## src/rtl/imem_loader_pkg.sv

```systemverilog
// Shared definitions for the instruction-memory loader: frame marker, widths
// common with the processor, loader state encoding and the checksum helper.
package imem_loader_pkg;

  localparam int AW = 16;
  localparam int DW = 16;
  localparam logic [7:0] MAGIC = 8'hA5;

  typedef enum logic [3:0] {
    ST_IDLE = 4'd0,
    ST_AHI  = 4'd1,
    ST_ALO  = 4'd2,
    ST_CHI  = 4'd3,
    ST_CLO  = 4'd4,
    ST_DHI  = 4'd5,
    ST_DLO  = 4'd6,
    ST_CSUM = 4'd7,
    ST_DONE = 4'd8,
    ST_ERR  = 4'd9
  } state_t;

  // Running frame checksum: 8-bit sum of data bytes, wrapping mod 256.
  function automatic logic [7:0] csum_add(input logic [7:0] sum, input logic [7:0] b);
    return sum + b;
  endfunction

endpackage

```

## src/rtl/imem_loader_wr.sv

```systemverilog
// Registered instruction-memory write stage: owns the word address pointer,
// issues one-cycle write strobes and advances the address with 16-bit wrap.
module imem_loader_wr
  import imem_loader_pkg::*;
(
  input  logic          clk,
  input  logic          reset,
  input  logic          addr_load,
  input  logic [AW-1:0] addr_val,
  input  logic          wr_req,
  input  logic [DW-1:0] wr_data,
  output logic          we,
  output logic [AW-1:0] waddr,
  output logic [DW-1:0] wdata
);

  logic [AW-1:0] addr_r;

  // Address pointer and registered write port; reset cancels any pending strobe.
  always_ff @(posedge clk) begin
    if (reset) begin
      addr_r <= {AW{1'b0}};
      we     <= 1'b0;
      waddr  <= {AW{1'b0}};
      wdata  <= {DW{1'b0}};
    end else begin
      we <= wr_req;
      if (addr_load) begin
        addr_r <= addr_val;
      end else if (wr_req) begin
        addr_r <= addr_r + {{(AW-1){1'b0}}, 1'b1};
        waddr  <= addr_r;
        wdata  <= wr_data;
      end else begin
        addr_r <= addr_r;
      end
    end
  end

endmodule

```

## src/rtl/imem_loader.sv

```systemverilog
// Framed byte-stream loader for the 16-bit instruction memory. Parses the frame,
// checks the data checksum and holds the processor in reset until a good frame.
module imem_loader
  import imem_loader_pkg::*;
(
  input  logic          clk,
  input  logic          reset,
  input  logic          in_valid,
  input  logic [7:0]    in_data,
  output logic          in_ready,
  output logic          we,
  output logic [AW-1:0] waddr,
  output logic [DW-1:0] wdata,
  output logic          cpu_hold,
  output logic          done,
  output logic          err
);

  state_t        state_r;
  logic [7:0]    addr_hi_r;
  logic [7:0]    cnt_hi_r;
  logic [7:0]    hi_r;
  logic [7:0]    sum_r;
  logic [15:0]   remain_r;

  logic          acc_s;
  logic          addr_load_s;
  logic          wr_req_s;
  logic [AW-1:0] addr_val_s;
  logic [DW-1:0] wr_data_s;
  logic [15:0]   cnt_s;

  // Byte acceptance and the requests handed to the write stage.
  always_comb begin
    acc_s       = in_valid && in_ready;
    addr_load_s = acc_s && (state_r == ST_ALO);
    wr_req_s    = acc_s && (state_r == ST_DLO);
    addr_val_s  = {addr_hi_r, in_data};
    wr_data_s   = {hi_r, in_data};
    cnt_s       = {cnt_hi_r, in_data};
  end

  // Frame parser FSM with checksum accumulation and registered status outputs.
  always_ff @(posedge clk) begin
    if (reset) begin
      state_r   <= ST_IDLE;
      addr_hi_r <= 8'h00;
      cnt_hi_r  <= 8'h00;
      hi_r      <= 8'h00;
      sum_r     <= 8'h00;
      remain_r  <= 16'h0000;
      in_ready  <= 1'b1;
      cpu_hold  <= 1'b1;
      done      <= 1'b0;
      err       <= 1'b0;
    end else if (acc_s) begin
      case (state_r)
        ST_IDLE: begin
          if (in_data == MAGIC) begin
            state_r <= ST_AHI;
            sum_r   <= 8'h00;
          end else begin
            state_r <= ST_IDLE;
          end
        end
        ST_AHI: begin
          addr_hi_r <= in_data;
          state_r   <= ST_ALO;
        end
        ST_ALO: state_r <= ST_CHI;
        ST_CHI: begin
          cnt_hi_r <= in_data;
          state_r  <= ST_CLO;
        end
        ST_CLO: begin
          remain_r <= cnt_s;
          if (cnt_s == 16'h0000) begin
            state_r <= ST_CSUM;
          end else begin
            state_r <= ST_DHI;
          end
        end
        ST_DHI: begin
          hi_r    <= in_data;
          sum_r   <= csum_add(sum_r, in_data);
          state_r <= ST_DLO;
        end
        ST_DLO: begin
          sum_r    <= csum_add(sum_r, in_data);
          remain_r <= remain_r - 16'h0001;
          if (remain_r == 16'h0001) begin
            state_r <= ST_CSUM;
          end else begin
            state_r <= ST_DHI;
          end
        end
        ST_CSUM: begin
          in_ready <= 1'b0;
          if (in_data == sum_r) begin
            state_r  <= ST_DONE;
            done     <= 1'b1;
            cpu_hold <= 1'b0;
          end else begin
            state_r  <= ST_ERR;
            err      <= 1'b1;
            cpu_hold <= 1'b1;
          end
        end
        // Terminal states: in_ready is low, so nothing is accepted until reset.
        ST_DONE: state_r <= ST_DONE;
        ST_ERR:  state_r <= ST_ERR;
        default: state_r <= ST_IDLE;
      endcase
    end else begin
      state_r <= state_r;
    end
  end

  imem_loader_wr u_wr (
    .clk       (clk),
    .reset     (reset),
    .addr_load (addr_load_s),
    .addr_val  (addr_val_s),
    .wr_req    (wr_req_s),
    .wr_data   (wr_data_s),
    .we        (we),
    .waddr     (waddr),
    .wdata     (wdata)
  );

endmodule
```

## config.mk

```make
export PLATFORM = sky130hd
export DESIGN_NAME = imem_loader
export DESIGN_NICKNAME = d
export VERILOG_FILES = /design/src/rtl/imem_loader_pkg.sv /design/src/rtl/imem_loader_wr.sv /design/src/rtl/imem_loader.sv
export SDC_FILE = /design/constraint.sdc
export NUM_CORES = 1
export LEC_CHECK = 0
export CAP_MARGIN = 20
export CORE_MARGIN = 3
export CORE_UTILIZATION = 55
export DETAILED_ROUTE_END_ITERATION = 16
export PLACE_DENSITY = 0.77
export SETUP_SLACK_MARGIN = 0.2
export SLEW_MARGIN = 30
export SYNTH_ARGS = -nofsm -noshare
export SYNTH_HDL_FRONTEND = slang
export SYNTH_SLANG_ARGS = --single-unit
export TNS_END_PERCENT = 5
```

## constraint.sdc

```tcl
create_clock -name clk -period 2.8 [get_ports clk]
set_input_delay 0.56 -clock clk [delete_from_list [all_inputs] [get_ports clk]]
set_output_delay 0.56 -clock clk [all_outputs]
set_load 0.02 [all_outputs]
```

==> reports/metrics.cfg, run 1 <==
[sta]
relSlewSlack = 0.664
skew_ns = 0.0103
finalCritPeriodShare = 0.849
finalSetupViolCount = 0
worstMarginPinSlew_ns = 0.503
hold_violations = 0
final.setup.tns_ns = 0
post-route-min-period_ns = 2.38
rsz0062_at_grt = false
max_freq_mhz = 421
maxSlewViolCount = 0

[clock_network]
path_clk_slew_ns = 0.10
ctsResizeCount = 0
cts_tree = yes
cts-htree-levels = 3
hold_buffers = 0
clock_latency_ns = 0.37
cts_setup_buffers = 0
numCtsBuffers = 9
root_buffer = clkbuf_8
cts.sinks = 105
cts_max_path_buffers = 2

[worst_setup_path]
timing.rr.end = remain_r[8]
cp-end-kind = register
critical_path.top_delay_family = compound AO/OA/AOI/OAI gates
cp_slowest_stage_delay_ns = 0.51
r2r_start = state_r[2]
start_kind = input pin
startpoint = in_data[1]
slowest_stage = clkdlybuf4s50_1
cp_common_cell = a211o_1
arrival_ns = 2.64
critPathRequiredTime_ns = 3.07
r2r_cells = 4
worstSetupPathType = in2reg
crit_chain = clkdlybuf4s50_1 -> ha_1 -> a211o_1 -> a2111oi_0 -> a211o_1 -> a21oi_1 -> a211o_1
cp_max_fo = 5
worst-r2r-setup-slack_ns = 0.73
worst-path-buf-inv = 1

[worst_hold_path]
hold_class = reg2reg
hold_start = hi_r[2]
worstHoldEndpoint = u_wr.wdata[10]
hold_path_depth = 2

[routing]
drtAntennaViolNets = 0
viasPerCell = 6.14
drt_iter0_markers = 312
drt_pass1_iterations = 4
wl_per_cell_um = 16.5
routed_wl_mm = 12.8
vias = 4757
drcViolationCount = 0

[die]
die_x_um = 101
initial_core_util = 0.571
num_io_pins = 48
die-area_um2 = 10300
die_h_um = 101
core_area_um2 = 8760
rows = 34

[global_route]
grt_usage = 0.252
busiest_layer = met2
grt_pass1_vias = 4317
grt_max_degree = 93
grt_pass1_wl_mm = 20.9
use_met1 = 0.337
grt_util_met2 = 0.418
antenna_found_initial = 0
use_met3 = 0.0296
grt_overflow_total = 0

[pwr]
p_int_mw = 2.10
p_clk_frac = 0.374
p_sw_frac = 0.250
power.density_nw_per_um2 = 480
vdd_drop_max_mv = 0.230
power.switching_mw = 0.700
p_seq_frac = 0.547
p_leak_nw = 2.14
combPwrFrac = 0.079

[final_layout]
area_growth_pct = 16.7
antenna_cells = 0
multi_input_area_um2 = 2670
regArea_um2 = 2100
final_cells = 775
layout-drive-gt1-share = 0.0795
fillerInstances = 731
fin_nets = 684

[synth]
netlist_area_um2 = 5000
synthDominantCellAreaShare = 0.420
synth_enable_flop_cells = 0
synth_common_cells = nand2_1, dfxtp_1, a21oi_1
syn_inst = 621
syn-num-nets = 643
ys_warn_count = 0
syn_area_per_cell_um2 = 8.06
ys_ff_latch = 105
synthFlopType = dfxtp_1
synth_most_common_cell = nand2_1
ys_async_sr_fraction = 0
yosysTopAreaCell = dfxtp_1
synth_cell_type_count = 66
synthTopCellsByArea = dfxtp_1, nand2_1, a21oi_1
yosysSeqAreaShare = 0.420

[placed_design]
dp_hpwl_mm = 8.77
placed_cells = 759
place_congestion = 0.889
io_buffer_count = 47

[run_status]
outcome = complete, no violations

[job]
maxCapViolCount = 0

-- cell usage in the layout, fill, tap and decap left out, types with 5 or more instances in the layout --
cell type        synthesis  layout
a22oi_1                  5       5
o31ai_1                  7       7
clkbuf_8                 0       9
xnor2_1                  5       5
nor2b_1                  5       5
nor3_1                  14      14
nand2b_1                 5       5
o21ai_0                 31      31
nand2_1                112     112
a21oi_1                 78      78
or3_1                    6       6
a21o_1                   5       5
nand3_1                 12      12
nor2_1                  57      57
a22o_1                   5       5
mux2i_1                 14      14
a31oi_1                  9       9
nor4_1                   6       6
nand4_1                  6       6
ha_1                    10      10
clkdlybuf4s50_1          0      46
buf_4                    0      22
inv_1                   13      13
dfxtp_1                105     105
a211oi_1                 5       5
-- power by group through the flow --
stage	Combinational (mW)	Sequential, mW	Clock (mW)
final	0.221	1.53	1.05
after global routing	0.240	1.54	1.13
after CTS	0.217	1.53	1.07
after detailed placement	0.216	1.57	0
after global placement	0.213	1.57	0
after floorplan	0.148	1.55	0
-- cells by family (layout without fill, tap and decap cells) --
kind of cell,after synthesis,after routing,share of synthesized area
adders and majority gates,11,11,0.0290
DFF,105,105,0.420
buffers and inverters,54,100,0.0458
and+or+nand+nor,251,251,0.244
xor gates and xnor gates,5,5,0.00875
AOI/OAI and AO/OA,181,181,0.224
muxes,14,14,0.0280
-- layer usage --
metal | up-vias | share of wire
met5 | - | 0
met4 | 0 | 0.015
met3 | 19 | 0.064
met2 | 180 | 0.49
met1 | 2257 | 0.43
li1 | 2301 | -
-- area by class of cell --
cell class	instances	share of cell area
multi-input combinational	462	0.458
clock inverter	7	0.0172
inverter	14	0.00901
timing repair buffer	70	0.111
sequential	105	0.360
tap	108	0.0232
clock buffer	9	0.0212
-- flip-flops by register name (all words and copies together), names as in the netlist --
signal	cells
u_wr.waddr	16
hi_r	8
cpu_hold	1
done	1
u_wr.addr_r	16
in_ready	1
sum_r	8
err	1
u_wr.we	1
remain_r	16
state_r	4
u_wr.wdata	16
addr_hi_r	8
cnt_hi_r	8
-- worst register-to-register path: cells and delay by family (launching register included) --
kind	cells	cell delay (ns)
buffers and inverters	1	0.33
AND/OR/NAND/NOR	1	0.46
flip-flops	1	0.65
AO/OA/AOI/OAI	2	0.57
-- worst max path at each step --
stage / endpoint / slack, ns / depth (start not counted)
detailed placement: sum_r[7] / 0.07 / 7
CTS: sum_r[7] / 0.48 / 7
floorplan: sum_r[7] / 0.74 / 6
finish: sum_r[7] / 0.42 / 7
global route: sum_r[6] / 0.32 / 9
global placement: sum_r[6] / 0.13 / 9
-- per-stage QoR --
step                      worst slack (ns)  cell area, um^2  power (mW)  hold WS (ns)   util
after detailed placement            0.0689             5610        1.78         0.445  0.640
after floorplan                      0.743             5000        1.70         0.428      -
after CTS                            0.477             5840        2.82         0.460  0.666
after global placement               0.133             5610        1.78         0.438  0.640
after global routing                 0.322             5840        2.91         0.471  0.666
final                                0.423             5840        2.80         0.455  0.666
Note: power is estimated with default switching activity, not from simulation.
==> run 2, diff against run 1 <==
--- a/config.mk
+++ b/config.mk
@@ -7,9 +7,9 @@
 export LEC_CHECK = 0
 export CAP_MARGIN = 20
 export CORE_MARGIN = 3
-export CORE_UTILIZATION = 55
+export CORE_UTILIZATION = 52
 export DETAILED_ROUTE_END_ITERATION = 16
-export PLACE_DENSITY = 0.77
+export PLACE_DENSITY = 0.76
 export SETUP_SLACK_MARGIN = 0.2
 export SLEW_MARGIN = 30
 export SYNTH_ARGS = -nofsm -noshare
==> constraint.sdc (replaced) <==
create_clock -name clk -period 2.06 [get_ports clk]
set_input_delay 0.412 -clock clk [delete_from_list [all_inputs] [get_ports clk]]
set_output_delay 0.412 -clock clk [all_outputs]
set_load 0.02 [all_outputs]
==> run 2 against run 1 <==
  * Clock skew up 0.0029 ns
  * Clock power up 24%
  * Total power up 33%
  * Sequential share of layout area down 2.5 points
  * Die area up 5.4%
  * Clock-buffer cell count unchanged
  * Utilization up 1.0 points
  * Register-to-register slack worse by 0.51 ns
  * Hold slack worse by 0.17 ns
  * Critical path depth up 2
  * Largest power group unchanged
==> reports/metrics.cfg, run 2 (synthesized netlist as in run 1, its figures left out) <==
[run_status]
outcome = complete, no violations

[worst_setup_path]
worstSetupPathType = in2reg
worst-r2r-setup-slack_ns = 0.22  ; -0.51 ns
r2r_start = sum_r[0]
cp-end-kind = register
critPathRequiredTime_ns = 2.33  ; -0.74 ns
arrival_ns = 2.11  ; -0.53 ns
r2r_cells = 8  ; +4
startpoint = in_data[0]
start_kind = input pin
cp_max_fo = 2  ; -3
timing.rr.end = sum_r[6]

[global_route]
antenna_found_initial = 0  ; unchanged
grt_usage = 0.241  ; -0.0109
grt_pass1_wl_mm = 21.7  ; +3.8%
grt_overflow_total = 0  ; unchanged
grt_pass1_vias = 4488  ; +4.0%
grt_max_degree = 61  ; -34%

[die]
die_h_um = 104  ; +2.7%
die_x_um = 104  ; +2.7%
rows = 35  ; +2.9%
core_area_um2 = 9280  ; +5.9%
initial_core_util = 0.539  ; -0.0320
num_io_pins = 48  ; unchanged
die-area_um2 = 10800  ; +5.4%

[sta]
hold_ws_ns = 0.285  ; -0.170 ns
max_freq_mhz = 542
maxSlewViolCount = 0  ; unchanged
worstMarginPinSlew_ns = 0.618  ; +0.115 ns
post-route-min-period_ns = 1.85
finalCritPeriodShare = 0.896
final.setup.tns_ns = 0  ; unchanged
skew_ns = 0.0132  ; +0.00293 ns
hold_violations = 0  ; unchanged
finalSetupViolCount = 0  ; unchanged
relSlewSlack = 0.588  ; -0.0764
rsz0062_at_grt = true

[pwr]
power.density_nw_per_um2 = 593  ; +24%
p_total_mw = 3.72  ; +33%
vdd_drop_max_mv = 0.331  ; +44%
p_leak_nw = 2.36  ; +10%

[clock_network]
path_clk_slew_ns = 0.10  ; about the same
hold_buffers = 0  ; unchanged
clock_latency_ns = 0.38  ; about the same
cts.sinks = 105  ; unchanged
numCtsBuffers = 9  ; unchanged
cts_max_path_buffers = 2  ; unchanged
cts-htree-levels = 3  ; unchanged
root_buffer = clkbuf_8
cts_setup_buffers = 0  ; unchanged
cts_tree = yes

[worst_hold_path]
hold_path_depth = 2  ; unchanged
hold_start = reset
hold_class = in2reg
worstHoldEndpoint = done

[job]
maxCapViolCount = 0  ; unchanged

[routing]
drt_iter0_markers = 381  ; +22%
vias = 4872  ; +2.4%
wl_per_cell_um = 15.6  ; -5.4%
drtAntennaViolNets = 0  ; unchanged
drt_pass1_iterations = 5  ; +1
routed_wl_mm = 13.0  ; +1.6%
viasPerCell = 5.86  ; -4.6%
drcViolationCount = 0  ; unchanged

[placed_design]
place_congestion = 0.909  ; +2.2%
io_buffer_count = 47  ; unchanged
dp_hpwl_mm = 9.16  ; +4.5%

[final_layout]
fillerInstances = 781  ; +6.8%
final_cell_mix = nand2_1, dfxtp_1, a21oi_1
regArea_um2 = 2110  ; +0.18%
final_util = 0.676  ; +0.00997
final_common_cell = nand2_1
area_growth_pct = 25.4
layout-drive-gt1-share = 0.155  ; +0.0756
fin_nets = 720  ; +5.3%
multi_input_area_um2 = 2840  ; +6.2%
antenna_cells = 0  ; unchanged

-- run 2: cell types whose count changed in the layout (fill, tap and decap cells not counted), sizes merged, moves of 2 or more --
cell / before / now
inv: 15 / 17
bufinv: 2 / 0
buf: 24 / 59
dlygate4sd2: 0 / 6
clkdlybuf4s50: 46 / 38
-- run 2: critical path, cell delays in order --
cell           delay, ns
dlygate4sd2_1       0.29
ha_4                0.18
inv_1               0.06
fa_2                0.20
nand2b_4            0.14
a21oi_4             0.06
o21a_1              0.20
or3_1               0.31
a32o_1              0.24
-- run 2: how the worst max path moves through the flow --
stage          cells past startpoint        to
4_1_cts                            8  sum_r[7]
5_1_grt                            8  sum_r[6]
2_1_floorplan                      8  sum_r[6]
3_5_place_dp                       7  sum_r[7]
3_3_place_gp                       7  sum_r[7]
6_report                           9  sum_r[6]
-- run 2: where the power goes --
part / leakage, nW / internal [mW] / switching, mW / total [mW]
Combinational: 1.40 / 0.138 / 0.209 / 0.346
Clock: 0.104 / 0.492 / 0.806 / 1.30
Sequential: 0.848 / 2.05 / 0.0287 / 2.08
-- run 2: final cells by class --
cell class	count	area share
Clock buffer	9	0.0197
Clock inverter	7	0.0130
Inverter	14	0.00837
Multi-Input combinational cell	463	0.452
Sequential cell	105	0.336
Tap cell	129	0.0257
Timing Repair Buffer	105	0.145
-- run 2: routing by layer --
layer	GRT usage	vias to the layer above	routed length, um
li1	-	2377	-
met1	0.333	2244	5790
met2	0.371	226	5900
met3	0.0478	25	1070
met4	0.0921	0	250
met5	0	-	0
-- run 2: repair_timing --
action                     in CTS  in global routing
pin swaps                       6                 10
gates resized for setup        13                 21
setup endpoints to repair      10                 24
gates cloned                    0                  1
-- run 2: stage by stage --
step                area (um^2)  setup slack (ns)  std cells
floorplan                  5040             0.211        621
global placement           5940            -0.442        815
detailed placement         5940            -0.488        815
CTS                        6180             0.160        831
global route               6270             0.123        832
finish                     6270             0.214        832
==> run 3, diff against run 2 <==
--- a/config.mk
+++ b/config.mk
@@ -7,9 +7,10 @@
 export LEC_CHECK = 0
 export CAP_MARGIN = 20
 export CORE_MARGIN = 3
-export CORE_UTILIZATION = 52
+export CORE_UTILIZATION = 55
 export DETAILED_ROUTE_END_ITERATION = 16
-export PLACE_DENSITY = 0.76
+export DONT_BUFFER_PORTS = 1
+export PLACE_DENSITY = 0.73
 export SETUP_SLACK_MARGIN = 0.2
 export SLEW_MARGIN = 30
 export SYNTH_ARGS = -nofsm -noshare
==> run 3 against run 2 <==
  * First-iteration DRC count is 17% lower
  * Utilization down 6.0 points
  * Critical path depth shrank 3
  * Hold slack worse by 0.19 ns
  * Clock-buffer cell count did not move
  * Worst setup slack better by 0.013 ns
  * Critical endpoint is now sum_r[7]
  * Largest cell class unchanged
==> reports/metrics.cfg, run 3 (synthesized netlist as in run 1, its figures left out) <==
[final_layout]
final_util = 0.616  ; -0.0602
fillerInstances = 802  ; +2.7%
final_common_cell = nand2_1
layout-drive-gt1-share = 0.103  ; -0.0520
antenna_cells = 0  ; unchanged
regArea_um2 = 2100  ; about the same
area_growth_pct = 7.85
multi_input_area_um2 = 2740  ; -3.5%
fin_nets = 638  ; -11%
final_cell_mix = nand2_1, dfxtp_1, a21oi_1

[worst_setup_path]
critPathRequiredTime_ns = 2.34  ; about the same
arrival_ns = 2.11  ; about the same
timing.rr.end = sum_r[7]
worst-r2r-setup-slack_ns = 0.23  ; about the same
crit_chain = ha_4 -> a211o_1 -> a211oi_2 -> o211ai_1 -> and4b_1 -> a211o_1
r2r_cells = 6  ; -2
start_kind = register
cp-end-kind = register
cp_slowest_stage_delay_ns = 0.38  ; +0.07 ns
worstSetupPathType = reg2reg
r2r_start = sum_r[1]
cp_max_fo = 3  ; +1
slowest_stage = dfxtp_2
cp_common_cell = a211o_1

[global_route]
grt_pass1_vias = 4101  ; -8.6%
grt_max_degree = 95  ; +56%
grt_overflow_total = 0  ; unchanged
grt_usage = 0.243  ; +0.00273
antenna_found_initial = 0  ; unchanged
grt_pass1_wl_mm = 20.0  ; -7.6%

[clock_network]
cts_max_path_buffers = 2  ; unchanged
root_buffer = clkbuf_8
cts_setup_buffers = 0  ; unchanged
numCtsBuffers = 9  ; unchanged
cts-htree-levels = 3  ; unchanged
clock_latency_ns = 0.38  ; about the same
path_clk_slew_ns = 0.10  ; about the same
cts_tree = yes
cts.sinks = 105  ; unchanged

[die]
die_h_um = 101  ; -2.6%
num_io_pins = 48  ; unchanged
core_area_um2 = 8760  ; -5.6%
die_x_um = 101  ; -2.6%
initial_core_util = 0.571  ; +0.0320
die-area_um2 = 10300  ; -5.1%
rows = 34  ; -2.9%

[pwr]
p_clk_frac = 0.349  ; about the same
power.switching_mw = 0.926  ; -11%
vdd_drop_max_mv = 0.316  ; -4.4%
p_total_mw = 3.53  ; -5.1%
p_int_mw = 2.61  ; -2.7%
p_sw_frac = 0.262  ; -0.0182
p_leak_nw = 1.97  ; -16%
combPwrFrac = 0.064  ; -0.029
p_seq_frac = 0.587  ; +0.029
power.density_nw_per_um2 = 655  ; +10%

[routing]
drt_pass1_iterations = 5  ; unchanged
vias = 4484  ; -8.0%
wl_per_cell_um = 17.0  ; +8.5%
drtAntennaViolNets = 0  ; unchanged
routed_wl_mm = 12.4  ; -4.9%
viasPerCell = 6.15  ; +5.0%
drt_iter0_markers = 317  ; -17%
drcViolationCount = 0  ; unchanged

[sta]
finalCritPeriodShare = 0.890  ; -0.00631
relSlewSlack = 0.659  ; +0.0708
hold_violations = 0  ; unchanged
skew_ns = 0.0156  ; +0.00239 ns
finalSetupViolCount = 0  ; unchanged
rsz0062_at_grt = true
post-route-min-period_ns = 1.83  ; -0.0130 ns
max_freq_mhz = 545  ; +0.71%
maxSlewViolCount = 0  ; unchanged
final.setup.tns_ns = 0  ; unchanged
worstMarginPinSlew_ns = 0.510  ; -0.108 ns

[worst_hold_path]
hold_path_depth = 1  ; -1
hold_start = reset
hold_class = in2reg
worstHoldEndpoint = remain_r[2]

[run_status]
outcome = complete, no violations

[placed_design]
io_buffer_count = 0  ; -100%
place_congestion = 0.846  ; -7.0%
dp_hpwl_mm = 8.33  ; -9.1%

[job]
maxCapViolCount = 0  ; unchanged

run 3: cell types whose count changed in the layout (fill, tap and decap cells not counted), moves of 2 or more:
cell             delta
ha_4                -3
dlygate4sd2_1       -6
o21ai_0             +2
ha_1                +3
o21ai_1             -2
buf_4              -32
clkdlybuf4s50_1    -38
run 3: metal layers:
metal,track usage,part of all wire
met1,0.335,0.45
met3,0.0523,0.084
met5,0,0
met2,0.381,0.45
met4,0.0787,0.013
run 3: how the worst max path moves through the flow:
stage | from | end | depth (start not counted)
after floorplan | in_data[0] | sum_r[6] | 8
after global placement | in_data[0] | sum_r[6] | 8
after detailed placement | in_data[0] | sum_r[6] | 8
after CTS | sum_r[0] | sum_r[6] | 8
after global routing | sum_r[0] | sum_r[6] | 8
final | sum_r[1] | sum_r[7] | 6
run 3: power by group through the flow:
| stage | clock network, mW | logic, mW | registers (mW) |
|---|---|---|---|
| 5_1_grt | 1.34 | 0.253 | 2.08 |
| 6_report | 1.23 | 0.227 | 2.07 |
| 3_5_place_dp | 0 | 0.219 | 2.12 |
| 2_1_floorplan | 0 | 0.203 | 2.11 |
| 3_3_place_gp | 0 | 0.212 | 2.12 |
| 4_1_cts | 1.25 | 0.222 | 2.07 |
run 3: layout make-up:
type	instances	area share
flip-flops and latches	105	0.390
well taps	108	0.0250
clock buffers	9	0.0230
clock inverters	7	0.0114
repair buffers	24	0.0334
inverters	14	0.00974
multi-input cells	462	0.507
run 3: repair_timing:
item	4_1_cts	5_1_grt
endpoints found under the setup margin	2	24
pin swaps	0	1
hold endpoints to repair	0	0
hold buffers	0	0
resized for setup	3	5
run 3: critical path, delay by kind of cell (launching register included):
family	cells	cell delay (ns)
fa+ha+maj	1	0.21
simple gates	1	0.21
flops	1	0.38
compound gates	4	0.93
run 3: through the flow:
stage	std cells	hold slack, ns	setup slack, ns	instance area (um^2)
floorplan	621	0.428	0.211	5040
global placement	713	0.438	0.122	5180
detailed placement	713	0.446	0.0742	5180
CTS	729	0.0906	0.196	5380
global route	729	0.0791	0.127	5400
finish	729	0.0933	0.227	5400
